[src/rtl/dmem_arbiter_pkg.sv]
// Shared encodings and defaults for the data-memory bus arbiter.
// The optional ARB_STAT_EN statistics build uses the same package.
package dmem_arbiter_pkg;

    typedef enum logic [1:0] {
        IDLE    = 2'd0,
        CMD     = 2'd1,
        RD_WAIT = 2'd2
    } arb_state_e;

    localparam logic OWN_CPU = 1'b0;
    localparam logic OWN_DMA = 1'b1;

    localparam int MEM_LAT_DEF      = 1;
    localparam int STARVE_LIMIT_DEF = 4;

    // Read latency counter holds MEM_LAT-1, which never exceeds 3.
    localparam int LAT_W = 2;

    function automatic logic [LAT_W-1:0] lat_preload(input int mem_lat);
        return LAT_W'(mem_lat - 1);
    endfunction

endpackage

[src/rtl/dmem_arbiter_arb_prio_starve.sv]
// Fixed-priority CPU/DMA winner select with a starvation counter that
// hands the bus to the DMA after STARVE_LIMIT consecutive contested CPU wins.
module arb_prio_starve
    import dmem_arbiter_pkg::*;
#(
    parameter int STARVE_LIMIT = STARVE_LIMIT_DEF
)(
    input  logic clk,
    input  logic reset,
    input  logic arb_en,
    input  logic cpu_req,
    input  logic dma_req,
    output logic grant_valid,
    output logic grant_owner
);

    localparam int CNT_W = $clog2(STARVE_LIMIT + 1);
    localparam logic [CNT_W-1:0] LIMIT_C = CNT_W'(STARVE_LIMIT);

    logic [CNT_W-1:0] starve_cnt_r;
    logic             contested_s;
    logic             starve_full_s;

    assign contested_s   = cpu_req & dma_req;
    assign starve_full_s = (starve_cnt_r == LIMIT_C);

    // Winner select: CPU first unless the DMA has been starved long enough.
    always_comb begin
        grant_valid = cpu_req | dma_req;
        if (contested_s && starve_full_s) begin
            grant_owner = OWN_DMA;
        end else if (cpu_req) begin
            grant_owner = OWN_CPU;
        end else if (dma_req) begin
            grant_owner = OWN_DMA;
        end else begin
            grant_owner = OWN_CPU;
        end
    end

    // Starvation counter: counts contested CPU wins, cleared by any DMA grant.
    always_ff @(posedge clk or posedge reset) begin
        if (reset) begin
            starve_cnt_r <= {CNT_W{1'b0}};
        end else if (arb_en && grant_valid) begin
            if (grant_owner == OWN_DMA) begin
                starve_cnt_r <= {CNT_W{1'b0}};
            end else if (contested_s && !starve_full_s) begin
                starve_cnt_r <= starve_cnt_r + CNT_W'(1);
            end else begin
                starve_cnt_r <= starve_cnt_r;
            end
        end else begin
            starve_cnt_r <= starve_cnt_r;
        end
    end

endmodule

[src/rtl/dmem_arbiter.sv]
// Shares the single-port data-memory bus between the CPU MEM stage and a DMA
// engine. Define ARB_STAT_EN to add stall-cycle and DMA-grant counters.
module dmem_arbiter
    import dmem_arbiter_pkg::*;
#(
    parameter int ADDR_W       = 32,
    parameter int DATA_W       = 32,
    parameter int MEM_LAT      = MEM_LAT_DEF,
    parameter int STARVE_LIMIT = STARVE_LIMIT_DEF
)(
    input  logic              clk,
    input  logic              reset,
    input  logic              cpu_req,
    input  logic              cpu_we,
    input  logic [ADDR_W-1:0] cpu_addr,
    input  logic [DATA_W-1:0] cpu_wdata,
    output logic [DATA_W-1:0] cpu_rdata,
    output logic              cpu_done,
    output logic              cpu_stall,
    input  logic              dma_req,
    input  logic              dma_we,
    input  logic [ADDR_W-1:0] dma_addr,
    input  logic [DATA_W-1:0] dma_wdata,
    output logic [DATA_W-1:0] dma_rdata,
    output logic              dma_done,
    output logic              mem_rd,
    output logic              mem_wr,
    output logic [ADDR_W-1:0] mem_addr,
    output logic [DATA_W-1:0] mem_wdata,
`ifdef ARB_STAT_EN
    output logic [15:0]       stat_cpu_stall_cyc,
    output logic [15:0]       stat_dma_grants,
`endif
    input  logic [DATA_W-1:0] mem_rdata
);

    arb_state_e        state_r;
    logic              owner_r;
    logic              we_r;
    logic [LAT_W-1:0]  lat_cnt_r;
    logic              mem_rd_r;
    logic              mem_wr_r;
    logic [ADDR_W-1:0] mem_addr_r;
    logic [DATA_W-1:0] mem_wdata_r;
    logic              cpu_done_r;
    logic              dma_done_r;
    logic [DATA_W-1:0] cpu_rdata_hold_r;
    logic [DATA_W-1:0] dma_rdata_hold_r;

    logic              arb_en_s;
    logic              grant_valid_s;
    logic              grant_owner_s;
    logic              sel_we_s;
    logic [ADDR_W-1:0] sel_addr_s;
    logic [DATA_W-1:0] sel_wdata_s;
    logic              rd_done_s;
    logic              last_lat_s;

    assign arb_en_s = (state_r == IDLE);

    arb_prio_starve #(
        .STARVE_LIMIT (STARVE_LIMIT)
    ) u_arb (
        .clk         (clk),
        .reset       (reset),
        .arb_en      (arb_en_s),
        .cpu_req     (cpu_req),
        .dma_req     (dma_req),
        .grant_valid (grant_valid_s),
        .grant_owner (grant_owner_s)
    );

    assign sel_we_s    = (grant_owner_s == OWN_DMA) ? dma_we    : cpu_we;
    assign sel_addr_s  = (grant_owner_s == OWN_DMA) ? dma_addr  : cpu_addr;
    assign sel_wdata_s = (grant_owner_s == OWN_DMA) ? dma_wdata : cpu_wdata;

    // Done is registered one cycle early so it lines up with the data-valid cycle.
    assign last_lat_s = (MEM_LAT == 1);

    // Access sequencer: arbitrate, issue one command cycle, then wait out read latency.
    always_ff @(posedge clk or posedge reset) begin
        if (reset) begin
            state_r          <= IDLE;
            owner_r          <= OWN_CPU;
            we_r             <= 1'b0;
            lat_cnt_r        <= {LAT_W{1'b0}};
            mem_rd_r         <= 1'b0;
            mem_wr_r         <= 1'b0;
            mem_addr_r       <= {ADDR_W{1'b0}};
            mem_wdata_r      <= {DATA_W{1'b0}};
            cpu_done_r       <= 1'b0;
            dma_done_r       <= 1'b0;
            cpu_rdata_hold_r <= {DATA_W{1'b0}};
            dma_rdata_hold_r <= {DATA_W{1'b0}};
        end else begin
            case (state_r)
                IDLE: begin
                    if (grant_valid_s) begin
                        owner_r     <= grant_owner_s;
                        we_r        <= sel_we_s;
                        mem_addr_r  <= sel_addr_s;
                        mem_wdata_r <= sel_wdata_s;
                        mem_wr_r    <= sel_we_s;
                        mem_rd_r    <= ~sel_we_s;
                        cpu_done_r  <= sel_we_s & (grant_owner_s == OWN_CPU);
                        dma_done_r  <= sel_we_s & (grant_owner_s == OWN_DMA);
                        state_r     <= CMD;
                    end else begin
                        mem_wr_r    <= 1'b0;
                        mem_rd_r    <= 1'b0;
                        cpu_done_r  <= 1'b0;
                        dma_done_r  <= 1'b0;
                    end
                end
                CMD: begin
                    mem_wr_r <= 1'b0;
                    mem_rd_r <= 1'b0;
                    if (we_r) begin
                        cpu_done_r <= 1'b0;
                        dma_done_r <= 1'b0;
                        state_r    <= IDLE;
                    end else begin
                        lat_cnt_r  <= lat_preload(MEM_LAT);
                        cpu_done_r <= last_lat_s & (owner_r == OWN_CPU);
                        dma_done_r <= last_lat_s & (owner_r == OWN_DMA);
                        state_r    <= RD_WAIT;
                    end
                end
                RD_WAIT: begin
                    if (lat_cnt_r == {LAT_W{1'b0}}) begin
                        if (owner_r == OWN_CPU) begin
                            cpu_rdata_hold_r <= mem_rdata;
                        end else begin
                            dma_rdata_hold_r <= mem_rdata;
                        end
                        cpu_done_r <= 1'b0;
                        dma_done_r <= 1'b0;
                        state_r    <= IDLE;
                    end else begin
                        lat_cnt_r  <= lat_cnt_r - LAT_W'(1);
                        cpu_done_r <= (lat_cnt_r == LAT_W'(1)) & (owner_r == OWN_CPU);
                        dma_done_r <= (lat_cnt_r == LAT_W'(1)) & (owner_r == OWN_DMA);
                    end
                end
                default: begin
                    mem_wr_r   <= 1'b0;
                    mem_rd_r   <= 1'b0;
                    cpu_done_r <= 1'b0;
                    dma_done_r <= 1'b0;
                    state_r    <= IDLE;
                end
            endcase
        end
    end

    // Read data arrives on mem_rdata in the done cycle itself, so it is passed through then and held after.
    assign rd_done_s = (state_r == RD_WAIT);
    assign cpu_rdata = (cpu_done_r && rd_done_s) ? mem_rdata : cpu_rdata_hold_r;
    assign dma_rdata = (dma_done_r && rd_done_s) ? mem_rdata : dma_rdata_hold_r;

    assign cpu_done  = cpu_done_r;
    assign dma_done  = dma_done_r;
    assign cpu_stall = cpu_req & ~cpu_done_r;
    assign mem_rd    = mem_rd_r;
    assign mem_wr    = mem_wr_r;
    assign mem_addr  = mem_addr_r;
    assign mem_wdata = mem_wdata_r;

`ifdef ARB_STAT_EN
    logic [15:0] stat_stall_r;
    logic [15:0] stat_grant_r;

    // Free-running statistics counters, wrapping naturally at 16 bits.
    always_ff @(posedge clk or posedge reset) begin
        if (reset) begin
            stat_stall_r <= 16'd0;
            stat_grant_r <= 16'd0;
        end else begin
            if (cpu_stall) begin
                stat_stall_r <= stat_stall_r + 16'd1;
            end else begin
                stat_stall_r <= stat_stall_r;
            end
            if (arb_en_s && grant_valid_s && (grant_owner_s == OWN_DMA)) begin
                stat_grant_r <= stat_grant_r + 16'd1;
            end else begin
                stat_grant_r <= stat_grant_r;
            end
        end
    end

    assign stat_cpu_stall_cyc = stat_stall_r;
    assign stat_dma_grants    = stat_grant_r;
`endif

endmodule

[config.mk]
export PLATFORM = sky130hd
export DESIGN_NAME = dmem_arbiter
export DESIGN_NICKNAME = d
export VERILOG_FILES = /design/src/rtl/dmem_arbiter_pkg.sv /design/src/rtl/dmem_arbiter_arb_prio_starve.sv /design/src/rtl/dmem_arbiter.sv
export SDC_FILE = /design/constraint.sdc
export NUM_CORES = 1
export LEC_CHECK = 0
export BUFFER_PORTS_ARGS = -buffer_cell sky130_fd_sc_hd__buf_4
export CORE_ASPECT_RATIO = 1.2
export CORE_MARGIN = 5
export CORE_UTILIZATION = 30
export CTS_CLUSTER_DIAMETER = 200
export DETAILED_ROUTE_END_ITERATION = 8
export PLACE_DENSITY = 0.52
export SLEW_MARGIN = 20
export SYNTH_ARGS = -nofsm -noshare
export SYNTH_HDL_FRONTEND = slang
export SYNTH_SLANG_ARGS = --single-unit
[constraint.sdc]
create_clock -name clk -period 8.5 [get_ports clk]
set_clock_uncertainty 0.1 [all_clocks]
set_input_delay 0.85 -clock clk [delete_from_list [all_inputs] [get_ports clk]]
set_output_delay 0.85 -clock clk [all_outputs]
set_load 0.005 [all_outputs]
Word-level counts from Yosys, hierarchy flattened
Index checks and enable logic that the tools add are counted.
{ "word_totals": {"mem_bits_ro": 0, "latch_bits": 0, "memories": 0, "in_bits": 166, "ram_bits": 0, "regBits": 141} }
{ "op_classes": {"shift": 0, "n_div": 0, "mux": 29, "bitwise": 11, "n_eq_ne": 8, "reduce_logical": 16, "multipliers": 0, "addsub": 2, "n_lt_le_gt_ge": 0} }
{ "op_table": {"columns": ["operator", "count"], "rows": [
  ["2-to-1 mux 32 bit", 4],
  ["2-to-1 mux 1 bit", 12],
  ["2-to-1 mux 2 bit", 5],
  ["AND reduction 3 bit", 3],
  ["bitwise AND 1 bit", 6],
  ["2-to-1 mux 3 bit", 2],
  ["inequality test 2 bit (second input constant)", 3],
  ["case mux 1 bit (3 select lines)", 2],
  ["case mux 2 bit (3 select lines)", 1],
  ["AND reduction 2 bit", 3],
  ["logical AND 1 bit", 5],
  ["equality test 2 x 1 -> 1 bit (second input constant)", 2],
  ["logical NOT 2 bit", 2],
  ["inverter 1 bit", 4],
  ["case mux 1 bit (2 select lines)", 2],
  ["case mux 2 bit (2 select lines)", 1],
  ["nonzero test 2 bit", 2],
  ["adder 3 x 1 -> 3 bit (second input constant)", 1],
  ["equality test 3 bit (second input constant)", 1],
  ["equality test 2 bit (second input constant)", 1],
  ["inequality test 2 x 1 -> 1 bit (second input constant)", 1],
  ["subtractor 2 x 1 -> 2 bit (second input constant)", 1],
  ["logical NOT 1 bit", 1],
  ["OR 1 bit", 1]
]} }

Depth between registers and ports, before layout
Gate-level depths: netlist of the first run.
{ "depth": {"ltp_word": 7, "mapped_depth": 7, "depth_no_buf": 5} }

Hierarchy
A second synthesis of the first run with hierarchy kept.
{ "hier_totals": {"hier_cells": 553, "area_unflattened_um2": 6747.7} }
{ "modules_own_cells": {"columns": ["module", "instances", "seq_area_each_um2", "area_per_inst_um2", "cells_per_inst"], "rows": [
  ["dmem_arbiter", 1, 3453.3, 6551.3, 532],
  ["arb_prio_starve", 1, 75.1, 196.4, 21]
]} }

Worst setup path before layout of the first run
Ideal clock, no wire load.
{ "synth_path": {"path_kind": "reg-to-output", "start": "reg state_r[1]", "end": "out cpu_rdata[10]", "required_ns": 7.550, "stages_incl_launch_ff": 5, "t_arrival_ns": 1.259, "path_slack_ns": 6.291, "cell_sequence": "dfrtp_1 > nor2b_4 > nand2_1 > buf_2 > mux2_2"} }
{ "synth_between": {"elab_chain_len": 3} }
{ "synth_rtl": {"columns": ["item", "line", "source"], "rows": [
  ["start: declaration", "dmem_arbiter.sv:37", "arb_state_e state_r;"],
  ["start signal: assignment", "dmem_arbiter.sv:83", "state_r <= IDLE;"],
  ["start signal: assignment", "dmem_arbiter.sv:107", "state_r <= CMD;"],
  ["start signal: assignment", "dmem_arbiter.sv:121", "state_r <= IDLE;"],
  ["equality test 2 bit", "dmem_arbiter.sv:157", "assign rd_done_s = (state_r == RD_WAIT);"],
  ["logical AND 1 bit", "dmem_arbiter.sv:158", "assign cpu_rdata = (cpu_done_r && rd_done_s) ? mem_rdata : cpu_rdata_hold_r;"],
  ["2-to-1 mux 32 bit", "dmem_arbiter.sv:158", null],
  ["end: declaration", "dmem_arbiter.sv:17", "output logic [DATA_W-1:0] cpu_rdata,"]
]} }
No other way between the ends.

Final worst setup path of the first run
{ "layout_path": {"start": "reg state_r[1]", "end": "out cpu_rdata[29]"} }
The elaborated chain is that of the path after synthesis.

==> metrics.yaml, run 1 <==
slew_viol_final: 0
period_share: 0.405
finalNetCount: 1076
power_frac_seq: 0.332
clock.fmax_ghz: 0.290
drc_errors: 0
p_switching_w: 0.00123
hold_viol_final: 0
pin_count: 299
place_ws_ns: 5.22
start_kind: "flip-flop"
finalWeightedCongestion: 0.776
endpoint_kind: "output pin"
num_rows: 62
antenna_found_initial: 1
crit_arrival_ns: 2.50
ant_nets: 0
p_clk_frac: 0.210
cts_tree: "done"
period_needed_ns: 3.45
drt-initial-drc-count: 206
cp.required_ns: 7.55
grt_pass1_vias: 6485
p_int_w: 0.00233
register_area_um2: 3530
synth_seq_area_share: 0.493
port_buffers: 298
cts_buffer_depth: 2
drt_wl_total_um: 24100
swShare: 0.346
critPathMaxFanout: 20
syn_inst: 642
fill_cells: 2373
grt_overflow: 0
ys_warn_count: 0
cts_sinks: 141
cts_root_buf: "clkbuf_16"
rsz0062_at_grt: "no"
netlist_area_um2: 7150
worst_pin_slew_ns: 0.986
grt_usage: 0.177
powerDensity_nw_per_um2: 350
start_util: 0.301
yosys.cell_types.count: 38
synth-seq-cells: 141
dieArea_um2: 27000
slew_headroom: 0.342
via_per_inst: 4.99
cts_hold_buf: 0
combPwrFrac: 0.458
grt_start_max_net_pins: 94
syn_nets: 812
p_leak_nw: 4.74
multiInputGateArea_um2: 3060
die_h_um: 179
area_delta_synth_final_pct: 42.2
irDropWorstVdd_v: 0.000167
cts_setup_buffers: 0
synth-edff-count: 0
insertion_delay_ns: 0.41
synth-async-reset-ratio: 1.00
drive_gt1_frac: 0.515
drv_cap: 0
crit_type: "flip-flop to output pin"
postSynthAreaPerCell_um2: 11.1
setup_violations: 0
synthFlopType: "dfrtp_1"
cts_resized: 0
cts_made_buffers: 17
fp.dieW_um: 151
grt_pass1_wl_um: 37000
postLayoutSetupSlackWorst_ns: 5.05
via_count: 6185
clk_pin_slew_ns: 0.06
core-area_um2: 23700
first_pass_iters: 5
holdPathStages: 1
htreeDepth: 4
ff2ff_path_depth: 6
wire_per_inst_um: 19.4
min_path_type: "flip-flop to flip-flop"
dp_hpwl_um: 16500
outcome: "complete, no violations"
setup-tns-final_ns: 0
## per-stage QoR
step           hold slack [ns]  power (W)  cells   util  cell area, µm²
6_report                 0.375    0.00356   1240  0.429           10200
5_1_grt                  0.410    0.00383   1240  0.429           10200
4_1_cts                  0.381    0.00362   1239  0.428           10200
3_5_place_dp             0.367    0.00285   1207  0.404            9580
3_3_place_gp             0.364    0.00284   1207  0.404            9580
2_1_floorplan            0.350    0.00206    642      -            7150
## sequential cells by signal, indices dropped and copies added, names as in the netlist, 2 cells and up
signal / flops
cpu_rdata_hold_r: 32
dma_rdata_hold_r: 32
lat_cnt_r: 2
mem_addr: 32
mem_wdata: 32
state_r: 2
u_arb.starve_cnt_r: 3
## cells by family (layout without fill, tap and decap cells)
group / count (synthesis) / count (layout) / synth area share
AOI/OAI and AO/OA: 80 / 80 / 0.0943
and+or+nand+nor: 152 / 152 / 0.121
other: 0 / 1 / 0
DFF: 141 / 141 / 0.493
muxes: 129 / 129 / 0.205
buffers and inverters: 136 / 413 / 0.0801
adders and majority gates: 4 / 4 / 0.00700
## worst max-delay path, cell delays in order, from the launching register on
cell     delay [ns]
dfrtp_1        0.46
nor2b_4        0.18
nand2_1        0.50
buf_4          0.41
mux2_2         0.38
buf_4          0.14
## power by group through the flow
stage               combinational, W  clock (W)  sequential [W]
CTS                          0.00166   0.000774         0.00119
global placement             0.00166          0         0.00119
global route                 0.00180   0.000804         0.00123
floorplan                   0.000890          0         0.00117
detailed placement           0.00166          0         0.00119
finish                       0.00163   0.000750         0.00118
## synthesized netlist by cell type, types with 4 or more instances
cell        n  share of area
inv_1      73          0.038
clkbuf_1   24          0.013
nand4_1    64          0.056
nand2_1     5         0.0026
o221ai_1   64          0.078
dfrtp_1   141           0.49
nand3_1    67          0.047
buf_2      26          0.018
buf_6       4         0.0063
buf_1       8         0.0042
mux2_1      5         0.0079
mux2_2    121           0.19
ha_1        4         0.0070
## final cells by class
class                   instances  share of cell area
diodes                          1            0.000246
well taps                     320              0.0394
inverters                      74              0.0278
clock buffers                  18              0.0432
clock inverters                14              0.0148
repair buffers                307               0.227
multi-input cells             365               0.301
flip-flops and latches        141               0.347
## layout by cell type, fill, tap and decap left out, types with 2 or more instances in the layout
| cell type | synthesis | layout |
|---|---|---|
| a21o_1 | 2 | 2 |
| a21oi_1 | 2 | 2 |
| buf_4 | 0 | 307 |
| clkbuf_16 | 0 | 17 |
| clkinv_4 | 0 | 2 |
| clkinvlp_4 | 0 | 2 |
| dfrtp_1 | 141 | 141 |
| ha_1 | 4 | 4 |
| inv_1 | 73 | 72 |
| inv_6 | 0 | 4 |
| inv_8 | 0 | 5 |
| mux2_1 | 5 | 5 |
| mux2_2 | 121 | 121 |
| mux2_4 | 3 | 3 |
| nand2_1 | 5 | 5 |
| nand2b_1 | 2 | 2 |
| nand3_1 | 67 | 67 |
| nand4_1 | 64 | 64 |
| nor2_1 | 3 | 2 |
| nor2_4 | 0 | 2 |
| nor3b_1 | 2 | 2 |
| o21ai_0 | 2 | 2 |
| o221ai_1 | 64 | 64 |
| o22ai_1 | 3 | 3 |
## metal layers
layer | GRT usage | vias up | wire [µm]
met4 | 0.0435 | 0 | 336
met1 | 0.210 | 3008 | 9640
li1 | - | 2928 | -
met2 | 0.292 | 229 | 11600
met5 | 0 | - | 0
met3 | 0.0802 | 20 | 2460
## final timing paths
path | from | endpoint | slack, ns
setup / recovery | state_r[1] | cpu_rdata[29] | 5.05
min in group asynchronous | reset | mem_addr[4] | 0.41
hold / removal | lat_cnt_r[1] | lat_cnt_r[1] | 0.38
hold reg to reg | lat_cnt_r[1] | lat_cnt_r[1] | 0.38
max in group asynchronous | reset | cpu_rdata_hold_r[2] | 6.44
setup reg to reg | u_arb.starve_cnt_r[0] | mem_wdata[25] | 5.99
Note: power is estimated with default switching activity, not from simulation.
==> run 2, diff against run 1 <==
--- a/config.mk
+++ b/config.mk
@@ -11,7 +11,7 @@
 export CORE_UTILIZATION = 30
 export CTS_CLUSTER_DIAMETER = 200
 export DETAILED_ROUTE_END_ITERATION = 8
-export PLACE_DENSITY = 0.52
+export PLACE_DENSITY = 0.54
 export SLEW_MARGIN = 20
 export SYNTH_ARGS = -nofsm -noshare
 export SYNTH_HDL_FRONTEND = slang
==> constraint.sdc (replaced) <==
create_clock -name clk -period 2.8 [get_ports clk]
set_clock_uncertainty 0.1 [all_clocks]
set_input_delay 0.28 -clock clk [delete_from_list [all_inputs] [get_ports clk]]
set_output_delay 0.28 -clock clk [all_outputs]
set_load 0.005 [all_outputs]
==> metrics.yaml, run 2 (synthesis gave the netlist of run 1 again) <==
outcome: "finished with violations"
violations: "hold timing"
cp_slowest_cell: "dfrtp_1"
cpPeakStageDelay_ns: 0.46
critPathMaxFanout: 32
period_needed_ns: 2.44
wire_per_inst_um: 18.8
crit_arrival_ns: 2.06
power_frac_seq: 0.333
dieArea_um2: 27000
min_path_type: "primary input to asynchronous set/reset pin"
crit_path_cell_trace: "nor2b_4 > nand2_1 > buf_4 > mux2_2 > buf_4"
grt_overflow: 0
combPwrFrac: 0.467
swShare: 0.349
fp.dieW_um: 151
grt_start_max_net_pins: 142
crit_family: "buffers and inverters"
via_count: 6357
drt_wl_total_um: 24200
cts_setup_buffers: 0
drc_errors: 0
grt_pass1_vias: 6722
cpMostUsedCell: "buf_4"
endpoint_kind: "output pin"
path_buf_inv: 2
grt_usage: 0.179
placedCellCount: 1214
area_delta_synth_final_pct: 48.5
period_share: 0.873
finish.utilization: 0.448
insertion_delay_ns: 0.42
cts_made_buffers: 17
drive_gt1_frac: 0.497
pin_count: 299
cts_sinks: 141
rsz0062_at_grt: "no"
slew_viol_final: 0
cts_root_buf: "clkbuf_16"
drt-initial-drc-count: 241
cts_resized: 0
setup_violations: 0
final_common_cell: "buf_4"
via_per_inst: 4.95
crit_type: "flip-flop to output pin"
slew_headroom: 0.358
final_cells: 1283
antenna_found_initial: 0
cts_tree: "done"
start_kind: "flip-flop"
clk_pin_slew_ns: 0.07
core-area_um2: 23700
p_int_w: 0.00707
p_switching_w: 0.00379
worst_pin_slew_ns: 0.963
htreeDepth: 4
p_leak_nw: 4.92
cts_buffer_depth: 2
clock.fmax_ghz: 0.409
hold_slack_ns: -0.111
finalNetCount: 1120
powerDensity_nw_per_um2: 1020
setup-tns-final_ns: 0
cts_hold_buf: 37
die_h_um: 179
cp.required_ns: 2.42
hold_viol_final: 43
grt_pass1_wl_um: 37600
dp_hpwl_um: 16700
num_antenna_cells: 0
layout_common_cells: "309 x buf_4, 141 x dfrtp_1, 121 x mux2_2"
irDropWorstVdd_v: 0.000632
num_rows: 62
ant_nets: 0
finalWeightedCongestion: 0.790
drv_cap: 0
start_util: 0.301
p_clk_frac: 0.201
port_buffers: 298
power_w: 0.0109
first_pass_iters: 4
run 2: cell count changes in the layout (fill, tap and decap cells not counted):
cell           before  now
clkinvlp_4          2    6
and3_2              1    0
clkinv_4            2    0
dlygate4sd3_1       0   37
inv_6               4    7
diode_2             1    0
buf_12              0    5
bufinv_16           1    0
clkinv_2            1    0
inv_8               5    2
buf_4             307  309
and3_1              0    1
run 2: through the flow:
step	setup slack [ns]	area, µm²	hold WS, ns
floorplan	0.657	7160	0.312
global placement	0.783	9690	0.366
detailed placement	0.739	9690	0.367
CTS	0.332	10600	0.000100
global route	0.262	10600	0.00606
finish	0.355	10600	-0.111
run 2: path summary, 6_finish.rpt:
| kind | startpoint | endpoint | slack [ns] | cells after the start |
|---|---|---|---|---|
| min | reset | mem_addr[21] | -0.11 | 3 |
| min in group clk | dma_wdata[19] | mem_wdata[19] | 0.01 | 3 |
| min reg2reg | lat_cnt_r[1] | lat_cnt_r[1] | 0.38 | 1 |
| max in group asynchronous | reset | dma_rdata_hold_r[21] | 1.90 | 3 |
| max reg2reg | u_arb.starve_cnt_r[0] | mem_wdata[13] | 0.74 | 6 |
| max | state_r[1] | dma_rdata[5] | 0.36 | 5 |
run 2: area by class of cell:
type,count,area [µm²]
tap,320,400
multi-input combinational,365,3060
inverter,74,282
timing repair buffer,351,2790
sequential,141,3530
fill,2321,13100
clock buffer,18,439
clock inverter,14,121
run 2: per-layer routing:
layer  part of all wire  track usage  vias to the layer above
met5                  0            0                        -
met3               0.10       0.0723                       46
met2               0.45        0.272                      255
met1               0.42        0.221                     3059
li1                   -            -                     2997
met4              0.036       0.0805                        0
run 2: power groups by stage:
stage | logic, W | clock network, W | registers (W)
floorplan | 0.00270 | 0 | 0.00354
global placement | 0.00507 | 0 | 0.00364
detailed placement | 0.00510 | 0 | 0.00364
CTS | 0.00515 | 0.00225 | 0.00362
global route | 0.00559 | 0.00234 | 0.00374
finish | 0.00507 | 0.00218 | 0.00362
run 2: tightest hold or removal path, delay by kind of cell:
| family | cells | cell delay [ns] |
|---|---|---|
| buffers and inverters | 3 | 0.61 |
==> run 3, diff against run 2 <==
--- a/config.mk
+++ b/config.mk
@@ -6,7 +6,6 @@
 export NUM_CORES = 1
 export LEC_CHECK = 0
 export BUFFER_PORTS_ARGS = -buffer_cell sky130_fd_sc_hd__buf_4
-export CORE_ASPECT_RATIO = 1.2
 export CORE_MARGIN = 5
 export CORE_UTILIZATION = 30
 export CTS_CLUSTER_DIAMETER = 200
==> metrics.yaml, run 3 (synthesis gave the netlist of run 1 again) <==
outcome: "complete, no violations"
cts_tree: "done"
cts_made_buffers: 17
grt_pass1_vias: 6632
drv_cap: 0
finalWeightedCongestion: 0.762
start_kind: "flip-flop"
cp.depth: 5
wire_per_inst_um: 18.3
pin_count: 299
endpoint: "dma_rdata[9]"
period_share: 0.905
ant_nets: 0
powerDensity_nw_per_um2: 1040
port_buffers: 298
fp.dieW_um: 164
endpoint_kind: "output pin"
postLayoutSetupSlackWorst_ns: 0.266
startpoint: "state_r[1]"
drive_gt1_frac: 0.496
hp-start: "dma_addr[4]"
fill_cells: 2240
min_path_type: "primary input to flip-flop"
layout_common_cells: "311 x buf_4, 141 x dfrtp_1, 121 x mux2_2"
crit_arrival_ns: 2.15
crit_path_cell_trace: "nor2b_4 > nand2_1 > buf_4 > mux2_2 > buf_4"
ff2ff_path_depth: 6
drt-initial-drc-count: 284
area_delta_synth_final_pct: 49.9
start_util: 0.305
p_leak_nw: 4.98
path_buf_inv: 2
via_per_inst: 4.93
crit_family: "buffers and inverters"
grt_overflow: 0
num_antenna_cells: 0
regToRegEndpoint: "mem_wdata[28]"
drc_errors: 0
num_rows: 56
grt_pass1_wl_um: 36700
htreeDepth: 4
slew_headroom: 0.481
cpPeakStageDelay_ns: 0.47
regToRegStartpoint: "u_arb.starve_cnt_r[0]"
antenna_found_initial: 0
clk_pin_slew_ns: 0.06
reg2reg_slack_ns: 0.53
dp_hpwl_um: 16100
insertion_delay_ns: 0.42
cts_setup_buffers: 0
finalNetCount: 1123
via_count: 6332
worst_pin_slew_ns: 0.778
cp.required_ns: 2.42
setup_violations: 0
drt_wl_total_um: 23600
place_ws_ns: 0.478
rsz0062_at_grt: "no"
critPathMaxFanout: 32
cts_sinks: 141
setup-tns-final_ns: 0
slew_viol_final: 0
cp_slowest_cell: "dfrtp_1"
crit_type: "flip-flop to output pin"
grt_start_max_net_pins: 130
cpMostUsedCell: "buf_4"
period_needed_ns: 2.53
irDropWorstVdd_v: 0.000845
final_common_cell: "buf_4"
hold_viol_final: 0
cts_root_buf: "clkbuf_16"
clock.fmax_ghz: 0.395
core-area_um2: 23500
first_pass_iters: 4
die_h_um: 164
grt_usage: 0.172
dieArea_um2: 27000
cts_buffer_depth: 2
==> run 3: changes by cell type in the layout (fill, tap and decap cells not counted), sizes merged <==
cell	change
clkinvlp	-4
bufinv	+4
clkbuf	+1
buf	+1
inv	-3
clkinv	+2
dlygate4sd3	+2
==> run 3: area by class of cell <==
cell class	count	area (µm²)	area share
Timing Repair Buffer	354	2810	0.262
Tap cell	319	399	0.0372
Clock inverter	13	203	0.0189
Sequential cell	141	3530	0.329
Clock buffer	19	443	0.0413
Multi-Input combinational cell	365	3060	0.286
Inverter	74	282	0.0263
==> run 3: worst min-delay path, stage by stage <==
cell	delay, ns
buf_4	0.08
nand4_1	0.07
o221ai_1	0.07
==> run 3: worst min-delay path by stage <==
stage	to	cells past startpoint
finish	mem_addr[4]	3
global route	mem_wdata[22]	3
detailed placement	cpu_rdata_hold_r[26]	2
CTS	dma_rdata_hold_r[3]	2
global placement	mem_addr[19]	2
floorplan	dma_rdata_hold_r[17]	1
==> run 3: where the power goes <==
| part | leakage, nW | total [W] | internal (W) | switching [W] |
|---|---|---|---|---|
| clock | 0.313 | 0.00251 | 0.00154 | 0.000967 |
| combinational | 2.96 | 0.00507 | 0.00284 | 0.00223 |
| sequential | 1.71 | 0.00359 | 0.00305 | 0.000545 |
==> run 3: timing repair <==
| item | CTS | global route |
|---|---|---|
| setup endpoints to repair | 0 | 0 |
| endpoints found under the hold margin | 67 | 0 |
| hold buffers | 39 | 0 |
| resized for setup | 0 | 0 |
==> run 3: routing by layer <==
metal	track usage	part of all wire	vias up
li1	-	-	3025
met1	0.216	0.42	3052
met2	0.269	0.46	235
met3	0.0776	0.11	20
met4	0.0484	0.013	0
met5	0	0	-
==> run 3: stage by stage <==
step	cell area [µm²]	util	total power (W)	instances	hold slack [ns]
2_1_floorplan	7160	-	0.00624	642	0.312
4_1_cts	10700	0.457	0.0113	1285	0.000204
5_1_grt	10700	0.457	0.0120	1285	0.00564
3_3_place_gp	9690	0.413	0.00869	1214	0.317
3_5_place_dp	9690	0.413	0.00873	1214	0.319
6_report	10700	0.457	0.0112	1285	0.0178
